<file path="src/rtl/ps2_key_decoder_if.sv">
// Bundle between a PS/2 line source and the key decoder: raw PS/2 lines in,
// decoded key events out.
interface ps2_key_decoder_if;
  logic       ps2_clk;
  logic       ps2_data;
  logic [9:0] key_data;
  logic       key_valid;
  logic       key_ext;

  modport master (
    output ps2_clk, ps2_data,
    input  key_data, key_valid, key_ext
  );

  modport slave (
    input  ps2_clk, ps2_data,
    output key_data, key_valid, key_ext
  );
endinterface

</file>
<file path="src/rtl/ps2_key_decoder.sv">
// PS/2 scan-code set 2 receiver: folds E0/F0 prefixes into {brk, 1, code} events.
// Optional macro PS2_PARITY_CHECK_EN rejects frames with even parity.
module ps2_key_decoder #(
  parameter int FILTER_LEN = 8,
  parameter int TIMEOUT    = 50000
) (
  input logic            clk,
  input logic            rst,
  ps2_key_decoder_if.slave bus
);
  localparam int FW = $clog2(FILTER_LEN + 1);
  localparam int TW = $clog2(TIMEOUT + 1);

  typedef enum logic [1:0] {S_IDLE, S_SHIFT, S_CHECK} state_t;

  state_t        r_state, w_state_nx;
  logic [1:0]    r_clk_s, r_dat_s;
  logic          r_fclk, r_fclk_d;
  logic [FW-1:0] r_fcnt;
  logic [TW-1:0] r_tcnt;
  logic [3:0]    r_bitcnt;
  logic [9:0]    r_shift;
  logic          r_ext_pend, r_brk_pend;
  logic [9:0]    r_key_data;
  logic          r_key_valid, r_key_ext;

  logic w_clk_s, w_dat_s, w_strobe, w_timeout, w_accept, w_emit;
  logic w_is_e0, w_is_f0;

  assign w_clk_s   = r_clk_s[1];
  assign w_dat_s   = r_dat_s[1];
  assign w_strobe  = r_fclk_d & ~r_fclk;
  assign w_timeout = (r_state == S_SHIFT) && (r_tcnt == TW'(TIMEOUT));
  assign w_is_e0   = (r_shift[7:0] == 8'hE0);
  assign w_is_f0   = (r_shift[7:0] == 8'hF0);

  // r_shift holds {stop, parity, data[7:0]} once CHECK is reached
`ifdef PS2_PARITY_CHECK_EN
  assign w_accept = r_shift[9] & (^r_shift[8:0]);
`else
  assign w_accept = r_shift[9];
`endif

  assign w_emit = (r_state == S_CHECK) && w_accept && !w_is_e0 && !w_is_f0;

  // Synchronisers idle high so a reset never manufactures a clock edge
  always_ff @(posedge clk or posedge rst) begin
    if (rst) begin
      r_clk_s  <= 2'b11;
      r_dat_s  <= 2'b11;
      r_fclk   <= 1'b1;
      r_fclk_d <= 1'b1;
      r_fcnt   <= '0;
    end else begin
      r_clk_s  <= {r_clk_s[0], bus.ps2_clk};
      r_dat_s  <= {r_dat_s[0], bus.ps2_data};
      r_fclk_d <= r_fclk;
      if (w_clk_s == r_fclk) begin
        r_fcnt <= '0;
      end else if (r_fcnt == FW'(FILTER_LEN - 1)) begin
        r_fclk <= ~r_fclk;
        r_fcnt <= '0;
      end else begin
        r_fcnt <= r_fcnt + 1'b1;
      end
    end
  end

  always_ff @(posedge clk or posedge rst) begin
    if (rst) r_state <= S_IDLE;
    else     r_state <= w_state_nx;
  end

  always_comb begin
    w_state_nx = r_state;
    case (r_state)
      S_IDLE:  if (w_strobe && !w_dat_s) w_state_nx = S_SHIFT;
      S_SHIFT: begin
        if (w_timeout)                           w_state_nx = S_IDLE;
        else if (w_strobe && r_bitcnt == 4'd9)   w_state_nx = S_CHECK;
      end
      S_CHECK: w_state_nx = S_IDLE;
      default: w_state_nx = S_IDLE;
    endcase
  end

  always_ff @(posedge clk or posedge rst) begin
    if (rst) begin
      r_tcnt      <= '0;
      r_bitcnt    <= '0;
      r_shift     <= '0;
      r_ext_pend  <= 1'b0;
      r_brk_pend  <= 1'b0;
      r_key_data  <= '0;
      r_key_valid <= 1'b0;
      r_key_ext   <= 1'b0;
    end else begin
      if (r_state != S_SHIFT || w_strobe) r_tcnt <= '0;
      else if (r_tcnt != TW'(TIMEOUT))    r_tcnt <= r_tcnt + 1'b1;

      if (r_state != S_SHIFT) begin
        r_bitcnt <= '0;
      end else if (w_strobe) begin
        r_bitcnt <= r_bitcnt + 1'b1;
        r_shift  <= {w_dat_s, r_shift[9:1]};
      end

      // Rejected frames, timeouts and emitted events all drop pending prefixes
      if (w_timeout || (r_state == S_CHECK && !w_accept) || w_emit) begin
        r_ext_pend <= 1'b0;
        r_brk_pend <= 1'b0;
      end else if (r_state == S_CHECK) begin
        if (w_is_e0) r_ext_pend <= 1'b1;
        if (w_is_f0) r_brk_pend <= 1'b1;
      end

      r_key_valid <= w_emit;
      if (w_emit) begin
        r_key_data <= {r_brk_pend, 1'b1, r_shift[7:0]};
        r_key_ext  <= r_ext_pend;
      end
    end
  end

  assign bus.key_data  = r_key_data;
  assign bus.key_valid = r_key_valid;
  assign bus.key_ext   = r_key_ext;
endmodule

</file>
<file path="src/flat_wrapper.sv">
// flat-port wrapper written by rule: the top's interface ports become plain ports
module ps2_key_decoder_flat 
#(
  parameter int FILTER_LEN = 8,
  parameter int TIMEOUT    = 50000
)
  (clk, rst, bus_ps2_clk, bus_ps2_data, bus_key_data, bus_key_valid, bus_key_ext);
  ps2_key_decoder_if bus_i ();
  input logic clk;
  input logic rst;
  input wire logic [$bits(bus_i.ps2_clk)-1:0] bus_ps2_clk;
  input wire logic [$bits(bus_i.ps2_data)-1:0] bus_ps2_data;
  output wire logic [$bits(bus_i.key_data)-1:0] bus_key_data;
  output wire logic [$bits(bus_i.key_valid)-1:0] bus_key_valid;
  output wire logic [$bits(bus_i.key_ext)-1:0] bus_key_ext;
  assign bus_i.ps2_clk = bus_ps2_clk;
  assign bus_i.ps2_data = bus_ps2_data;
  assign bus_key_data = bus_i.key_data;
  assign bus_key_valid = bus_i.key_valid;
  assign bus_key_ext = bus_i.key_ext;
  ps2_key_decoder #(.FILTER_LEN(FILTER_LEN), .TIMEOUT(TIMEOUT)) u_core (.clk(clk), .rst(rst), .bus(bus_i));
endmodule
</file>
<file path="config.mk">
export PLATFORM = sky130hd
export DESIGN_NAME = ps2_key_decoder_flat
export DESIGN_NICKNAME = d
export VERILOG_FILES = /design/src/rtl/ps2_key_decoder_if.sv /design/src/rtl/ps2_key_decoder.sv /design/src/flat_wrapper.sv
export SDC_FILE = /design/constraint.sdc
export NUM_CORES = 1
export LEC_CHECK = 0
export CORE_MARGIN = 2
export CORE_UTILIZATION = 40
export DETAILED_ROUTE_END_ITERATION = 8
export PLACE_DENSITY = 0.68
export SLEW_MARGIN = 20
export SYNTH_ARGS = -nofsm -noshare
export SYNTH_HDL_FRONTEND = slang
export SYNTH_SLANG_ARGS = --single-unit
</file>
<file path="constraint.sdc">
create_clock -name clk -period 1.96 [get_ports clk]
set_input_delay 0.196 -clock clk [delete_from_list [all_inputs] [get_ports clk]]
set_output_delay 0.196 -clock clk [all_outputs]
set_load 0.05 [all_outputs]
</file>
==> summary.md, run 1 <==
| Metric | Value |
|---|---|
| Vias in the first global route | `1581` |
| Final ANT Viol Nets | `0` |
| Area grow syn2layout | `15.75%` |
| Post-Layout Cell Count | `309` |
| Count of pins over their slew limit | `0` |
| Input/output buffers | `15` |
| Die Ht | `82.60 um` |
| Ys Warns | `0` |
| Clk sink count | `56` |
| Crit. End Element | `flop` |
| GRT Resource Usage Total | `0.1396` |
| Grt total ovfl | `0` |
| Seq cells post-synth | `56` |
| Placed cell area | `2749 sq um` |
| DP Wirelength | `2712 um` |
| Final Cell Area | `2860 sq um` |
| Nets | `242` |
| Maximum clock frequency | `0.5557 GHz` |
| Crit start category | `flop` |
| PnR worst setup slack | `0.1605 ns` |
| CP Data Required Time | `2.19 ns` |
| Setup bufs post-CTS | `0` |
| Die W | `82.60 um` |
| Drc violations | `0` |
| Final hold vios | `0` |
| WP data arrival | `2.03 ns` |
| Maximum fanout along the worst path | `7` |
| Worst-Margin Slew | `0.4918 ns` |
| Synth area leader | `dfrtp_1` |
| Relative slew slack | `0.6711` |
| Cell area after synthesis | `2471 sq um` |
| Commonest non-fill, non-tap cells in the layout | `dfrtp_1, mux2_2, nand3_1, clkdlybuf4s50_1` |
| Pwr per Cell Area | `925.2 nW/um^2` |
| H-tree levels | `2` |
| Mapped Cells | `211` |
| Hold crit path type | `in2async` |
| Gp weighted congestion | `0.7992` |
| Detail-routed via count per cell | `5.204` |
| Syn avg cell area | `11.71 sq um` |
| Largest net degree at the start of global routing | `42` |
| Number of I/O pins | `16` |
| CTS resizes | `0` |
| Total power | `2.646 mW` |
| Clock transition at path regs | `0.09 ns` |
| Global-route wire length before repair | `7300 um` |
| CTS tree | `yes` |
| Starting Density | `0.4149` |
| CTS Buf Count | `5` |
| Post-layout util | `0.4803` |
| R2R setup slack | `0.16 ns` |
| DP Worst Slack | `0.1463 ns` |
| Synth cell types | `38` |
| Placed Cells incl. Taps | `301` |
| Syn nets | `220` |
| WL/cell | `13.16 um` |
| CP Launch Point | `u_core.r_tcnt[2]` |
| Top FF cell, synth | `dfrtp_1` |
| Setup TNS | `0 ns` |
| # Max-Cap Violations | `0` |
| Commonest non-fill, non-tap cell in the layout | `dfrtp_1` |
| Final period utilization | `0.9181` |
| FF-to-FF End | `u_core.r_tcnt[0]` |
| Clock skew | `0.009515 ns` |
| Peak supply drop | `432.9 uV` |
| Post-synth EDFFs | `0` |
| Root Buffer | `clkbuf_8` |
| Worst r2r path cells | `3` |
| Core ar. | `5956 sq um` |
| CTS Buffer Depth | `2` |
| Final setup viols | `0` |
| Initial antenna violation count | `0` |
| First-iteration detailed-routing DRC count | `110` |
| Reg2reg start | `u_core.r_tcnt[2]` |
| Post-Route WL | `4067 um` |
| RSZ-0062 raised after global routing | `no` |
| N_diodes | `0` |
| Clk_lat worst skew | `0.31 ns` |
| Die area | `6823 sq um` |
| Crit Path Class | `reg2reg` |
| Synth top area share | `0.5063` |
| Status | `complete, no violations` |
| Smallest hold slack | `0.1683 ns` |
| Async SR Flop Fraction | `1.000` |
| # rows | `28` |
| Synth top area cells | `dfrtp_1, mux2_2, dfstp_2` |
| Min Tclk post-route | `1.800 ns` |
| Post-synthesis sequential area ratio | `0.5701` |
| Total number of vias | `1608` |
| Hold-fix buffers, CTS | `0` |
| Leak | `1.207 nW` |
| First drt pass iteration count | `4` |
| Share of cells above drive strength 1 | `0.1880` |
[synthesized netlist by cell type, drive strengths merged, types with 4 or more instances]
library cell / instances
a21oi: 10
clkbuf: 4
dfrtp: 50
dfstp: 6
ha: 5
inv: 11
mux2: 18
mux2i: 6
nand2: 9
nand2b: 4
nand3: 15
nand3b: 5
nor2: 9
nor4: 5
o21ai: 10
o31ai: 4
or3: 5
or4: 6
[report_power, final]
part | switching, mW | internal (mW)
Combinational | 0.311 | 0.215
Clock | 0.367 | 0.386
Sequential | 0.0940 | 1.27
[flip-flops by register name, indices dropped and copies added (netlist names), 2 cells and up]
register / cells
u_core.bus.key_data: 10
u_core.r_state: 2
u_core.r_tcnt: 16
u_core.r_fcnt: 4
u_core.r_clk_s: 2
u_core.r_dat_s: 2
u_core.r_shift: 10
u_core.r_bitcnt: 4
[layout make-up]
| type | instances | area (sq um) |
|---|---|---|
| Inverter | 11 | 41.29 |
| Timing Repair Buffer | 21 | 207.7 |
| Multi-Input combinational cell | 138 | 997.2 |
| Tap cell | 75 | 93.84 |
| Fill cell | 551 | 3095 |
| Sequential cell | 56 | 1409 |
| Clock inverter | 2 | 38.79 |
| Clock buffer | 6 | 72.57 |
[worst max path at each step]
| stage | end | slack (ns) | cells past startpoint |
|---|---|---|---|
| 4_1_cts | u_core.r_tcnt[0] | 0.13 | 3 |
| 2_1_floorplan | u_core.r_tcnt[0] | 0.30 | 3 |
| 3_5_place_dp | u_core.r_tcnt[0] | 0.15 | 3 |
| 3_3_place_gp | u_core.r_tcnt[0] | 0.19 | 3 |
| 6_report | u_core.r_tcnt[0] | 0.16 | 3 |
| 5_1_grt | u_core.r_tcnt[12] | 0.04 | 4 |
[worst max-delay path: stages, from the launching register on]
cell and delay (ns):
dfrtp_1 0.44, or4_4 0.56, nor4_4 0.50, mux2i_1 0.23
[routing by layer]
metal,vias to the layer above,global-route usage,part of all wire,wire (um)
met5,-,0,0,0
met4,0,0.04918,0.014,57
met3,7,0.02935,0.022,88
met2,17,0.2226,0.47,1930
met1,781,0.1889,0.49,1990
li1,803,-,-,-
[kinds of logic (layout without fill, tap and decap cells)]
group                    count (synthesis)  after routing  share of synthesized area
AND/OR/NAND/NOR                         72             72                     0.1772
flip-flops                              56             56                     0.5701
AO/OA/AOI/OAI                           31             31                    0.07342
multiplexers                            24             24                     0.1063
buffers and inverters                   17             40                    0.02632
XOR/XNOR                                 6              6                    0.02127
adder cells (fa/ha/maj)                  5              5                    0.02532
No activity file was read; power rests on OpenSTA's default activity.
==> run 2, diff against run 1 <==
Settings changed: CORE_UTILIZATION 40 to 52, PLACE_DENSITY 0.68 to 0.84.
Clock period 1.96 ns to 1.54 ns, I/O delays scaled along.
==> run 2 against run 1 <==
  * The run now ends with negative setup slack left
  * First-iteration DRC count up 68%
  * Sequential power grew 27%
  * Sequential share of layout area is 6.0 points lower
  * Via count grew 22%
  * Design area up 14%
  * Total power rose by 37%
  * Combinational power rose by 100%
  * Critical path depth is 2 higher
  * Global-route usage increased by 5.4 points
  * Sequential cell count stayed put
  * Largest cell class unchanged
==> summary.md, run 2 (synthesis results as in run 1) <==
| Metric | Value |
|---|---|
| # rows | `25` |
| Largest Register | `u_core.r_tcnt` |
| # Max-Cap Violations | `0` |
| GR Layer Usage met2 | `0.3333` |
| Largest net degree at the start of global routing | `25` |
| CTS Buffer Depth | `2` |
| Detail-routed via count per cell | `5.880` |
| Pwr per Cell Area | `1115 nW/um^2` |
| Initial antenna violation count | `0` |
| First-iteration detailed-routing DRC count | `185` |
| Area grow syn2layout | `31.70%` |
| Core ar. | `4661 sq um` |
| CTS Buf Count | `5` |
| WP data arrival | `1.94 ns` |
| Crit Path Class | `reg2reg` |
| Clock skew | `0.01533 ns` |
| Drc violations | `0` |
| Clock transition at path regs | `0.11 ns` |
| DP Wirelength | `3282 um` |
| Number of I/O pins | `16` |
| Worst-Margin Slew | `0.3865 ns` |
| Reg2reg start | `u_core.r_tcnt[10]` |
| Nets | `287` |
| Final setup viols | `9` |
| CP Data Required Time | `1.74 ns` |
| Placed cell area | `2893 sq um` |
| Met1 usage | `0.2418` |
| Die Ht | `72.94 um` |
| Crit start category | `flop` |
| Vias in the first global route | `1823` |
| Root Buffer | `clkbuf_8` |
| Final Cell Area | `3254 sq um` |
| Fill count | `288` |
| Post-layout util | `0.6983` |
| Max reg flops | `16` |
| PnR worst setup slack | `-0.1963 ns` |
| Met3 usage | `0.03867` |
| Clk_lat worst skew | `0.33 ns` |
| Input/output buffers | `15` |
| Peak supply drop | `675.3 uV` |
| CP Launch Point | `u_core.r_tcnt[10]` |
| Die W | `72.94 um` |
| Final ANT Viol Nets | `0` |
| Starting Density | `0.5302` |
| Clk sink count | `56` |
| CTS tree | `yes` |
| H-tree levels | `2` |
| Global route hottest layer | `met2` |
| Min Tclk post-route | `1.736 ns` |
| Commonest non-fill, non-tap cells in the layout | `dfrtp_1, buf_4, mux2_2` |
| Crit. End Element | `flop` |
| Total number of vias | `1958` |
| RSZ-0062 raised after global routing | `yes` |
| Total power | `3.628 mW` |
| Leak | `1.472 nW` |
| Hold crit path type | `in2async` |
| Status | `finished, violations left` |
| GRT Resource Usage Total | `0.1937` |
| Die area | `5320 sq um` |
| Post-Route WL | `6084 um` |
| Grt total ovfl | `0` |
| Share of cells above drive strength 1 | `0.4086` |
| Commonest non-fill, non-tap cell in the layout | `dfrtp_1` |
| N_diodes | `0` |
| Final hold vios | `0` |
| Maximum clock frequency | `0.5759 GHz` |
| Smallest hold slack | `0.03216 ns` |
| Global-route wire length before repair | `8024 um` |
| Count of pins over their slew limit | `0` |
| Maximum fanout along the worst path | `7` |
| WL/cell | `18.27 um` |
| Gp weighted congestion | `0.8369` |
| First drt pass iteration count | `4` |
| Relative slew slack | `0.7412` |
| Final period utilization | `1.127` |
| Failing checks | `negative setup slack` |
run 2: changes by cell type in the layout (fill, tap and decap cells not counted), sizes merged:
cell           delta
clkinv            +1
clkbuf            -1
buf              +57
clkinvlp          +1
clkdlybuf4s50    -12
bufinv            -1
run 2: area by class of cell:
class	instances	area, sq um	area share
flip-flops and latches	56	1409	0.4329
multi-input cells	138	1076	0.3306
repair buffers	66	570.5	0.1753
clock buffers	5	68.82	0.02115
well taps	54	67.56	0.02076
inverters	11	41.29	0.01269
clock inverters	3	21.27	0.006536
run 2: power by group:
part	internal, mW	switching (mW)	leakage [nW]
logic	0.462	0.584	0.673
registers	1.62	0.115	0.754
clock network	0.324	0.523	0.0445
run 2: repair_timing:
item                                   in CTS  in global routing
buffers inserted                            4                 15
setup endpoints to repair                  15                 24
cloned                                      0                  2
resized for setup                           1                 28
pin swaps                                   4                 14
endpoints found under the hold margin       0                  0
hold buffers                                0                  0
run 2: routing by layer:
| layer | wire, um | up-vias |
|---|---|---|
| met3 | 221 | 13 |
| met5 | 0 | - |
| met1 | 2532 | 994 |
| li1 | - | 895 |
| met2 | 3190 | 56 |
| met4 | 139 | 0 |
run 2: path summary, 6_finish.rpt:
check                               endpoint  slack (ns)  depth (start not counted)
hold / removal              u_core.r_fcnt[2]        0.03                          2
max in group asynchronous    u_core.r_fclk_d        1.02                          3
min in group clk           u_core.r_clk_s[0]        0.22                          1
setup reg to reg           u_core.r_ext_pend       -0.20                          5
hold reg to reg            u_core.r_dat_s[1]        0.36                          0
setup / recovery           u_core.r_ext_pend       -0.20                          5
run 2: worst max-delay path: stages (launching register included):
cell and delay, ns:
dfrtp_1 0.38, or4bb_1 0.55, nor4_4 0.33, buf_6 0.18, buf_4 0.12, a211oi_2 0.06
run 2: stage by stage:
| stage | TNS, ns | worst slack (ns) | cells |
|---|---|---|---|
| floorplan | -0.6608 | -0.1160 | 211 |
| global placement | -0.2495 | -0.07057 | 305 |
| detailed placement | -0.8123 | -0.1303 | 305 |
| CTS | -0.7353 | -0.1782 | 317 |
| global route | -2.073 | -0.2701 | 333 |
| finish | -1.183 | -0.1963 | 333 |
